===== src/rtl/alu_cmd_pipe_if.sv =====
// Bundle of command, ALU and result signals for the ALU command pipe.
// slave is the pipe's view; master is the environment's view (command
// source, ALU and result consumer).
interface alu_cmd_pipe_if #(
   parameter int CNT_W = 8
);
   logic             cmd_valid;
   logic             cmd_ready;
   logic [3:0]       cmd_sel;
   logic [3:0]       cmd_a;
   logic [3:0]       cmd_b;
   logic             cmd_use_acc;
   logic [3:0]       alu_a;
   logic [3:0]       alu_b;
   logic [3:0]       alu_sel;
   logic [7:0]       alu_y;
   logic             res_valid;
   logic             res_ready;
   logic [7:0]       res_data;
   logic             res_zero;
   logic             res_neg;
   logic [CNT_W-1:0] op_count;

   modport slave (
      input  cmd_valid, cmd_sel, cmd_a, cmd_b, cmd_use_acc, alu_y, res_ready,
      output cmd_ready, alu_a, alu_b, alu_sel, res_valid, res_data, res_zero,
             res_neg, op_count
   );

   modport master (
      output cmd_valid, cmd_sel, cmd_a, cmd_b, cmd_use_acc, alu_y, res_ready,
      input  cmd_ready, alu_a, alu_b, alu_sel, res_valid, res_data, res_zero,
             res_neg, op_count
   );
endinterface


===== src/rtl/alu_cmd_pipe.sv =====
// Command FIFO, issue stage and result register around an external 4-bit ALU.
// Operand a can be replaced by the previous result (accumulator chaining),
// forwarded straight from the ALU when the producing op is still in flight.
module alu_cmd_pipe #(
   parameter int DEPTH = 4,
   parameter int CNT_W = 8
) (
   input logic          clk,
   input logic          rst_n,
   alu_cmd_pipe_if.slave bus
);
   localparam int AW = $clog2(DEPTH);

   typedef struct packed {
      logic [3:0] sel;
      logic [3:0] a;
      logic [3:0] b;
      logic       use_acc;
   } cmd_t;

   cmd_t             r_mem [DEPTH];
   logic [AW:0]      r_wr_ptr;
   logic [AW:0]      r_rd_ptr;

   logic             r_s1_valid;
   logic [3:0]       r_alu_a;
   logic [3:0]       r_alu_b;
   logic [3:0]       r_alu_sel;

   logic             r_res_valid;
   logic [7:0]       r_res_data;
   logic             r_res_zero;
   logic             r_res_neg;
   logic [3:0]       r_acc;
   logic [CNT_W-1:0] r_op_count;

   logic             w_full;
   logic             w_empty;
   logic             w_push;
   logic             w_pop;
   logic             w_s2_load;
   logic             w_s1_free;
   logic             w_res_hs;
   cmd_t             w_head;
   cmd_t             w_wr_entry;

   // Extra pointer bit tells full from empty when the index bits match.
   assign w_empty    = (r_wr_ptr == r_rd_ptr);
   assign w_full     = (r_wr_ptr[AW] != r_rd_ptr[AW]) &&
                       (r_wr_ptr[AW-1:0] == r_rd_ptr[AW-1:0]);
   assign w_push     = bus.cmd_valid && !w_full;
   assign w_s2_load  = r_s1_valid && (!r_res_valid || bus.res_ready);
   assign w_s1_free  = !r_s1_valid || w_s2_load;
   assign w_pop      = !w_empty && w_s1_free;
   assign w_res_hs   = r_res_valid && bus.res_ready;
   assign w_head     = r_mem[r_rd_ptr[AW-1:0]];
   assign w_wr_entry = '{sel: bus.cmd_sel, a: bus.cmd_a, b: bus.cmd_b,
                         use_acc: bus.cmd_use_acc};

   // Command storage write.
   // NOTE: the FIFO array is deliberately not reset; the pointers alone say
   // which entries are live, and leaving the array out of reset keeps it RAM-mappable.
   always_ff @(posedge clk) begin
      if (w_push) begin
         r_mem[r_wr_ptr[AW-1:0]] <= w_wr_entry;
      end
   end

   // FIFO pointers; full blocks push even when a pop happens the same cycle.
   // NOTE: all state updates use <= so every register samples pre-edge values.
   always_ff @(posedge clk or negedge rst_n) begin
      if (!rst_n) begin
         r_wr_ptr <= '0;
         r_rd_ptr <= '0;
      end else begin
         if (w_push) r_wr_ptr <= r_wr_ptr + {{AW{1'b0}}, 1'b1};
         if (w_pop)  r_rd_ptr <= r_rd_ptr + {{AW{1'b0}}, 1'b1};
      end
   end

   // Issue stage: load ALU operands from the FIFO head, resolving accumulator use.
   always_ff @(posedge clk or negedge rst_n) begin
      if (!rst_n) begin
         r_s1_valid <= 1'b0;
         r_alu_a    <= '0;
         r_alu_b    <= '0;
         r_alu_sel  <= '0;
      end else if (w_pop) begin
         r_s1_valid <= 1'b1;
         r_alu_sel  <= w_head.sel;
         r_alu_b    <= w_head.b;
         if (!w_head.use_acc) begin
            r_alu_a <= w_head.a;
         end else if (r_s1_valid) begin
            // Producer is being captured this same edge; take its result directly.
            r_alu_a <= bus.alu_y[3:0];
         end else begin
            r_alu_a <= r_acc;
         end
      end else if (w_s1_free) begin
         r_s1_valid <= 1'b0;
      end
   end

   // Result register and accumulator: capture ALU output, drain on handshake.
   always_ff @(posedge clk or negedge rst_n) begin
      if (!rst_n) begin
         r_res_valid <= 1'b0;
         r_res_data  <= '0;
         r_res_zero  <= 1'b0;
         r_res_neg   <= 1'b0;
         r_acc       <= '0;
      end else if (w_s2_load) begin
         r_res_valid <= 1'b1;
         r_res_data  <= bus.alu_y;
         r_res_zero  <= (bus.alu_y == 8'h00);
         r_res_neg   <= bus.alu_y[7];
         r_acc       <= bus.alu_y[3:0];
      end else if (w_res_hs) begin
         r_res_valid <= 1'b0;
      end
   end

   // Completed-operation counter, wraps naturally.
   always_ff @(posedge clk or negedge rst_n) begin
      if (!rst_n) begin
         r_op_count <= '0;
      end else if (w_res_hs) begin
         r_op_count <= r_op_count + CNT_W'(1);
      end
   end

   assign bus.cmd_ready = !w_full;
   assign bus.alu_a     = r_alu_a;
   assign bus.alu_b     = r_alu_b;
   assign bus.alu_sel   = r_alu_sel;
   assign bus.res_valid = r_res_valid;
   assign bus.res_data  = r_res_data;
   assign bus.res_zero  = r_res_zero;
   assign bus.res_neg   = r_res_neg;
   assign bus.op_count  = r_op_count;

endmodule

===== src/flat_wrapper.sv =====
// flat-port wrapper written by rule: the top's interface ports become plain ports
module alu_cmd_pipe_flat 
#(
   parameter int DEPTH = 4,
   parameter int CNT_W = 8
)
  (clk, rst_n, bus_cmd_valid, bus_cmd_sel, bus_cmd_a, bus_cmd_b, bus_cmd_use_acc, bus_alu_y, bus_res_ready, bus_cmd_ready, bus_alu_a, bus_alu_b, bus_alu_sel, bus_res_valid, bus_res_data, bus_res_zero, bus_res_neg, bus_op_count);
  alu_cmd_pipe_if #(.CNT_W(CNT_W)) bus_i ();
  input logic clk;
  input logic rst_n;
  input wire logic [$bits(bus_i.cmd_valid)-1:0] bus_cmd_valid;
  input wire logic [$bits(bus_i.cmd_sel)-1:0] bus_cmd_sel;
  input wire logic [$bits(bus_i.cmd_a)-1:0] bus_cmd_a;
  input wire logic [$bits(bus_i.cmd_b)-1:0] bus_cmd_b;
  input wire logic [$bits(bus_i.cmd_use_acc)-1:0] bus_cmd_use_acc;
  input wire logic [$bits(bus_i.alu_y)-1:0] bus_alu_y;
  input wire logic [$bits(bus_i.res_ready)-1:0] bus_res_ready;
  output wire logic [$bits(bus_i.cmd_ready)-1:0] bus_cmd_ready;
  output wire logic [$bits(bus_i.alu_a)-1:0] bus_alu_a;
  output wire logic [$bits(bus_i.alu_b)-1:0] bus_alu_b;
  output wire logic [$bits(bus_i.alu_sel)-1:0] bus_alu_sel;
  output wire logic [$bits(bus_i.res_valid)-1:0] bus_res_valid;
  output wire logic [$bits(bus_i.res_data)-1:0] bus_res_data;
  output wire logic [$bits(bus_i.res_zero)-1:0] bus_res_zero;
  output wire logic [$bits(bus_i.res_neg)-1:0] bus_res_neg;
  output wire logic [$bits(bus_i.op_count)-1:0] bus_op_count;
  assign bus_i.cmd_valid = bus_cmd_valid;
  assign bus_i.cmd_sel = bus_cmd_sel;
  assign bus_i.cmd_a = bus_cmd_a;
  assign bus_i.cmd_b = bus_cmd_b;
  assign bus_i.cmd_use_acc = bus_cmd_use_acc;
  assign bus_i.alu_y = bus_alu_y;
  assign bus_i.res_ready = bus_res_ready;
  assign bus_cmd_ready = bus_i.cmd_ready;
  assign bus_alu_a = bus_i.alu_a;
  assign bus_alu_b = bus_i.alu_b;
  assign bus_alu_sel = bus_i.alu_sel;
  assign bus_res_valid = bus_i.res_valid;
  assign bus_res_data = bus_i.res_data;
  assign bus_res_zero = bus_i.res_zero;
  assign bus_res_neg = bus_i.res_neg;
  assign bus_op_count = bus_i.op_count;
  alu_cmd_pipe #(.DEPTH(DEPTH), .CNT_W(CNT_W)) u_core (.clk(clk), .rst_n(rst_n), .bus(bus_i));
endmodule

===== config.mk =====
export PLATFORM = sky130hd
export DESIGN_NAME = alu_cmd_pipe_flat
export DESIGN_NICKNAME = d
export VERILOG_FILES = /design/src/rtl/alu_cmd_pipe_if.sv /design/src/rtl/alu_cmd_pipe.sv /design/src/flat_wrapper.sv
export SDC_FILE = /design/constraint.sdc
export NUM_CORES = 1
export LEC_CHECK = 0
export ABC_AREA = 1
export BUFFER_PORTS_ARGS = -buffer_cell sky130_fd_sc_hd__buf_4
export CAP_MARGIN = 10
export CORE_MARGIN = 10
export CORE_UTILIZATION = 50
export DETAILED_ROUTE_END_ITERATION = 10
export PLACE_DENSITY_LB_ADDON = 0.12
export SYNTH_ARGS = -nofsm -noshare
export SYNTH_HDL_FRONTEND = slang
export SYNTH_SLANG_ARGS = --single-unit
export TNS_END_PERCENT = 50

===== constraint.sdc =====
create_clock -name clk -period 2.5 [get_ports clk]
set_clock_uncertainty 0.15 [all_clocks]
set_input_delay 0.125 -clock clk [delete_from_list [all_inputs] [get_ports clk]]
set_output_delay 0.125 -clock clk [all_outputs]
set_load 0.05 [all_outputs]

* Yosys cells after proc, flatten, opt, wreduce, memory -nomap -nowiden
Memory sizes are Yosys's and may differ from the RTL's.
Index checks and enable logic that the tools add are counted.
** Word-level totals
- Register bits :: 42
- Bits in latches :: 0
- Bits in writable memories :: 52
- Memory bits (read-only) :: 0
- Bits of input ports :: 25
- Output and inout port bits :: 32
- Word-level logic and storage cells :: 41
- Memories :: 1
** Cells by class
- Add/subtract/negate cells :: 3
- Multipliers :: 0
- Divide/modulo/power cells :: 0
- Order comparisons :: 0
- Equality and inequality tests :: 3
- Shift-type cells :: 0
- Multiplexer cells :: 8
- Bitwise operators :: 0
- Reduce and logical (&&, ||, !) cells :: 14
** Memory list
- u_core.r_mem :: depth 4, bits a word 13, rd ports 1, clocked after Yosys merged registers in 0, write ports 1, line alu_cmd_pipe.sv:21 : cmd_t r_mem [DEPTH];
** Operators by type and width (number)
- $add 8x1->8 const B :: 1
- $logic_not 8->1 :: 1
- $mux 4 :: 2
- $add 3x1->3 const B :: 2
- $mux 1 :: 6
- $logic_and 1x1->1 :: 5
- $logic_not 1->1 :: 4
- $reduce_bool 2->1 :: 2
- $eq 3x3->1 :: 1
- $eq 2x2->1 :: 1
- $logic_or 1x1->1 :: 2
- $ne 1x1->1 :: 1

* Depth between registers and ports, before layout
- Depth in word-level cells :: 6
- Gate-level depth with buffers :: 9

* Worst setup path after synthesis
Ideal clock, no wire load.
- Kind :: register to register
- From :: reg u_core.r_rd_ptr[0]
- To :: mem u_core.r_mem[0][0] in the netlist's numbering (enable)
- Arrival :: 1940 ps
- Required time :: 1968 ps
- Path slack :: 28 ps
- Cell stages (with the launch flop) :: 7
- Clock period less this slack :: 2472 ps
- Cell sequence :: dfrtp_1 -> buf_6 -> nand2_2 -> nand2_2 -> nand3b_1 -> nand2_2 -> nor2_1
** Between the ends
- Longest elaborated chain between the ends :: 6
** RTL lines
- start, declared :: line alu_cmd_pipe.sv:23 : logic [AW:0] r_rd_ptr;
- start signal, assigned :: line alu_cmd_pipe.sv:77 : if (w_pop) r_rd_ptr <= r_rd_ptr + {{AW{1'b0}}, 1'b1};
- $eq 2x2->1 :: line alu_cmd_pipe.sv:50 : (r_wr_ptr[AW-1:0] == r_rd_ptr[AW-1:0]);
- $logic_and 1x1->1 :: line alu_cmd_pipe.sv:49 : assign w_full = (r_wr_ptr[AW] != r_rd_ptr[AW]) &&
- $logic_not 1->1
- via bus_cmd_ready :: line flat_wrapper.sv:18 : output wire logic [$bits(bus_i.cmd_ready)-1:0] bus_cmd_ready;
- $logic_and 1x1->1 :: line alu_cmd_pipe.sv:51 : assign w_push = bus.cmd_valid && !w_full;
- $mux 1 :: line alu_cmd_pipe.sv:64 : if (w_push) begin
- $mux 1 (not written as such) :: line alu_cmd_pipe.sv:65 : r_mem[r_wr_ptr[AW-1:0]] <= w_wr_entry;
- end, declared :: line alu_cmd_pipe.sv:21
The timed path passes the listed nets, and every way through them passes these cells.

* Worst setup path in the final report
- From :: in bus_alu_y[2]
- To :: reg u_core.r_res_zero, in the netlist u_core.bus.res_zero
** Between the ends
- Longest elaborated chain between the ends :: 1
** RTL lines
- start, declared :: line flat_wrapper.sv:16 : input wire logic [$bits(bus_i.alu_y)-1:0] bus_alu_y;
- $logic_not 8->1 :: line alu_cmd_pipe.sv:116 : r_res_zero <= (bus.alu_y == 8'h00);
- end signal, assigned :: line alu_cmd_pipe.sv:116
- end, declared :: line alu_cmd_pipe.sv:32 : logic r_res_zero;
Every way passes these cells.
A chain may end at the register's enable or synchronous reset.

==> reports/results.ini <==
[logic_synthesis]
yosysSeqAreaShare_pct = 65.2
syn_area_sq_mm = 0.00381
synthArstFlopShare_pct = 41.6
yosysTopAreaCellShare_pct = 41.0
synth_edf_count = 52
synth_fp_nets = 403
ys.flop_type = edfxtp_1
syn_inst = 372
synth_most_common_cell = nand2_1
avgSynthCellArea_sq_um = 10.2
synth.ff_latch_count = 89
yosysWarningCount = 0
synth_common_cells = 121 x nand2_1, 52 x edfxtp_1, 38 x inv_1
netlist_top_cells_area = edfxtp_1 41%, dfrtp_1 24%, nand2_1 12%
synth_area_leader_cell = edfxtp_1
ys_types = 27

[timing]
hold_viol_final = 0
tightest_slew_ps = 471
fin_crit_ps = 2180
grt_setup_unrepaired = false
finalSetupViolCount = 0
hold_slack_ps = 117
period_share_pct = 87.0
slew_headroom_pct = 68.6
drv_slew = 0
fmax_mhz = 460
tns_ps = 0

[place]
placed_cells = 521
portBuffers = 56
dp_hpwl_um = 5460
gp_congestion = 0.837

[clock_network]
root_buffer = clkbuf_8
ctsResizeCount = 0
cts.sinks = 89
cts_buffer_depth = 2
clk_latency_ps = 350
path_clk_slew_ps = 90
cts_buffers = 9
htree_levels = 3
cts_tree = done

[power]
p_total_mw = 6.42
p_leak_nw = 2.23
power_density_mw_per_mm2 = 1330
vdd_drop_max_mv = 0.574

[grt]
use_met3_pct = 5.03
grt_pass1_vias = 2637
antenna_found_initial = 0
use_met2_pct = 21.1
grtUsageMet1_pct = 19.8
grt-busiest-layer = met2
grt_pass1_wl_um = 13200
grt_use_total_pct = 14.4
grt_max_degree = 38
grt.overflow.total = 0

[floorplanning]
core_area_sq_mm = 0.00733
die_h_um = 107
num_io_pins = 57
die_area_sq_mm = 0.0115
die_x_um = 107
start_util_pct = 52.0
rows = 31

[setup_path]
crit_required_ps = 2640
endpoint_kind = flip-flop
worstSetupStartpointType = primary input
critPathKind = primary input to flip-flop
crit_top_cell = dlygate4sd3_1
critPathTopFamily = buffers and inverters
crit_fanout = 2
critPathBufInv = 4
cp.arrival_ps = 2320
crit_slowest_cell = dlygate4sd3_1
cp_cell_sequence = dlygate4sd3_1, buf_4, nor4_1, dlygate4sd3_1, nand3_1, dlygate4sd3_1, nand2_1
max_stage_delay_ps = 570

[final_layout]
diodes = 0
synthToLayoutAreaGrowth_pct = 26.2
fin_util_pct = 65.6
layout.nets = 490
finalNonFillerCells = 563
drive_above_1_share_pct = 19.0

[flow_run]
cap_violations = 0

[detailed_routing]
post_drt_wl_per_cell_um = 14.1
drtPass1Iterations = 5
via_per_inst = 4.74
drt_iter0_drc = 113
ant_nets = 0
vias = 2671
wl_um = 7970
drcViolationCount = 0

[min_path]
hp-class = primary input to async pin

[run_status]
status = complete, no violations

[flip-flops by register name, indices dropped and copies added (netlist names)]
register / flops
u_core.r_acc: 3
u_core.r_s1_valid: 1
u_core.bus.alu_b: 4
u_core.r_wr_ptr: 3
u_core.r_rd_ptr: 3
u_core.bus.res_valid: 1
u_core.bus.alu_sel: 4
u_core.bus.res_data: 5
u_core.r_mem: 52
u_core.bus.alu_a: 4
u_core.bus.res_zero: 1
u_core.bus.op_count: 8
[final cells by class]
class                           instances  area [sq um]
Tap cell                               99           124
Clock inverter                          7           110
Multi-Input combinational cell        229          1080
Timing Repair Buffer                   89           733
Sequential cell                        89          2490
Fill cell                             558          2520
Clock buffer                            9           124
Inverter                               41           156
[report_power, final]
group	switching (mW)	internal, mW	total [mW]
Sequential	0.278	2.04	2.32
Combinational	2.08	0.907	2.99
Clock	0.536	0.582	1.12
Total	2.89	3.53	6.42
[cell usage in the layout, fill, tap and decap left out, types with 2 or more instances in the layout]
master and count:
buf_4 63, nand3b_1 3, edfxtp_1 52, nand2_2 3
o22ai_1 8, o21ai_1 5, clkbuf_8 9, nor2_1 26
nor3_1 3, dfrtp_1 37, nand2_1 121, inv_2 2
nand3_1 22, bufinv_16 2, inv_1 38, dlygate4sd3_1 26
ha_1 6, o21ai_0 20, xor2_1 5, inv_6 3
[final timing paths]
check / from / endpoint / slack [ps] / depth (start not counted)
worst max-delay path: bus_alu_y[2] / u_core.bus.res_zero / 320 / 7
worst min-delay path: rst_n / u_core.r_acc[2] / 120 / 2
worst max register to register: u_core.r_s1_valid / u_core.bus.res_zero / 510 / 5
worst min register to register: u_core.bus.res_data[6] / u_core.bus.res_data[6] / 330 / 2
max in group asynchronous: rst_n / u_core.bus.res_valid / 1760 / 2
min in group clk: u_core.bus.res_data[6] / u_core.bus.res_data[6] / 330 / 2
[repair_timing]
action,CTS,global route
setup buffers,0,0
hold buffers,26,0
endpoints found under the hold margin,103,0
[routing by layer]
metal | vias to the layer above | routed length [um]
met4 | 0 | 55
met5 | - | 0
met3 | 5 | 618
met2 | 65 | 3570
met1 | 1221 | 3720
li1 | 1380 | -
[logic make-up after synthesis]
logic type | synth area share, %
flops | 65.2
xor+xnor | 1.81
compound gates | 4.73
buf+inv | 6.53
simple gates | 19.7
fa+ha+maj | 1.97
[stage by stage]
stage | setup WS [ps] | cell area (sq um)
floorplan | 27.5 | 3810
global placement | 742 | 4320
detailed placement | 655 | 4320
CTS | 335 | 4810
global route | 206 | 4810
finish | 325 | 4810
Note: power is estimated with default switching activity, not from simulation.
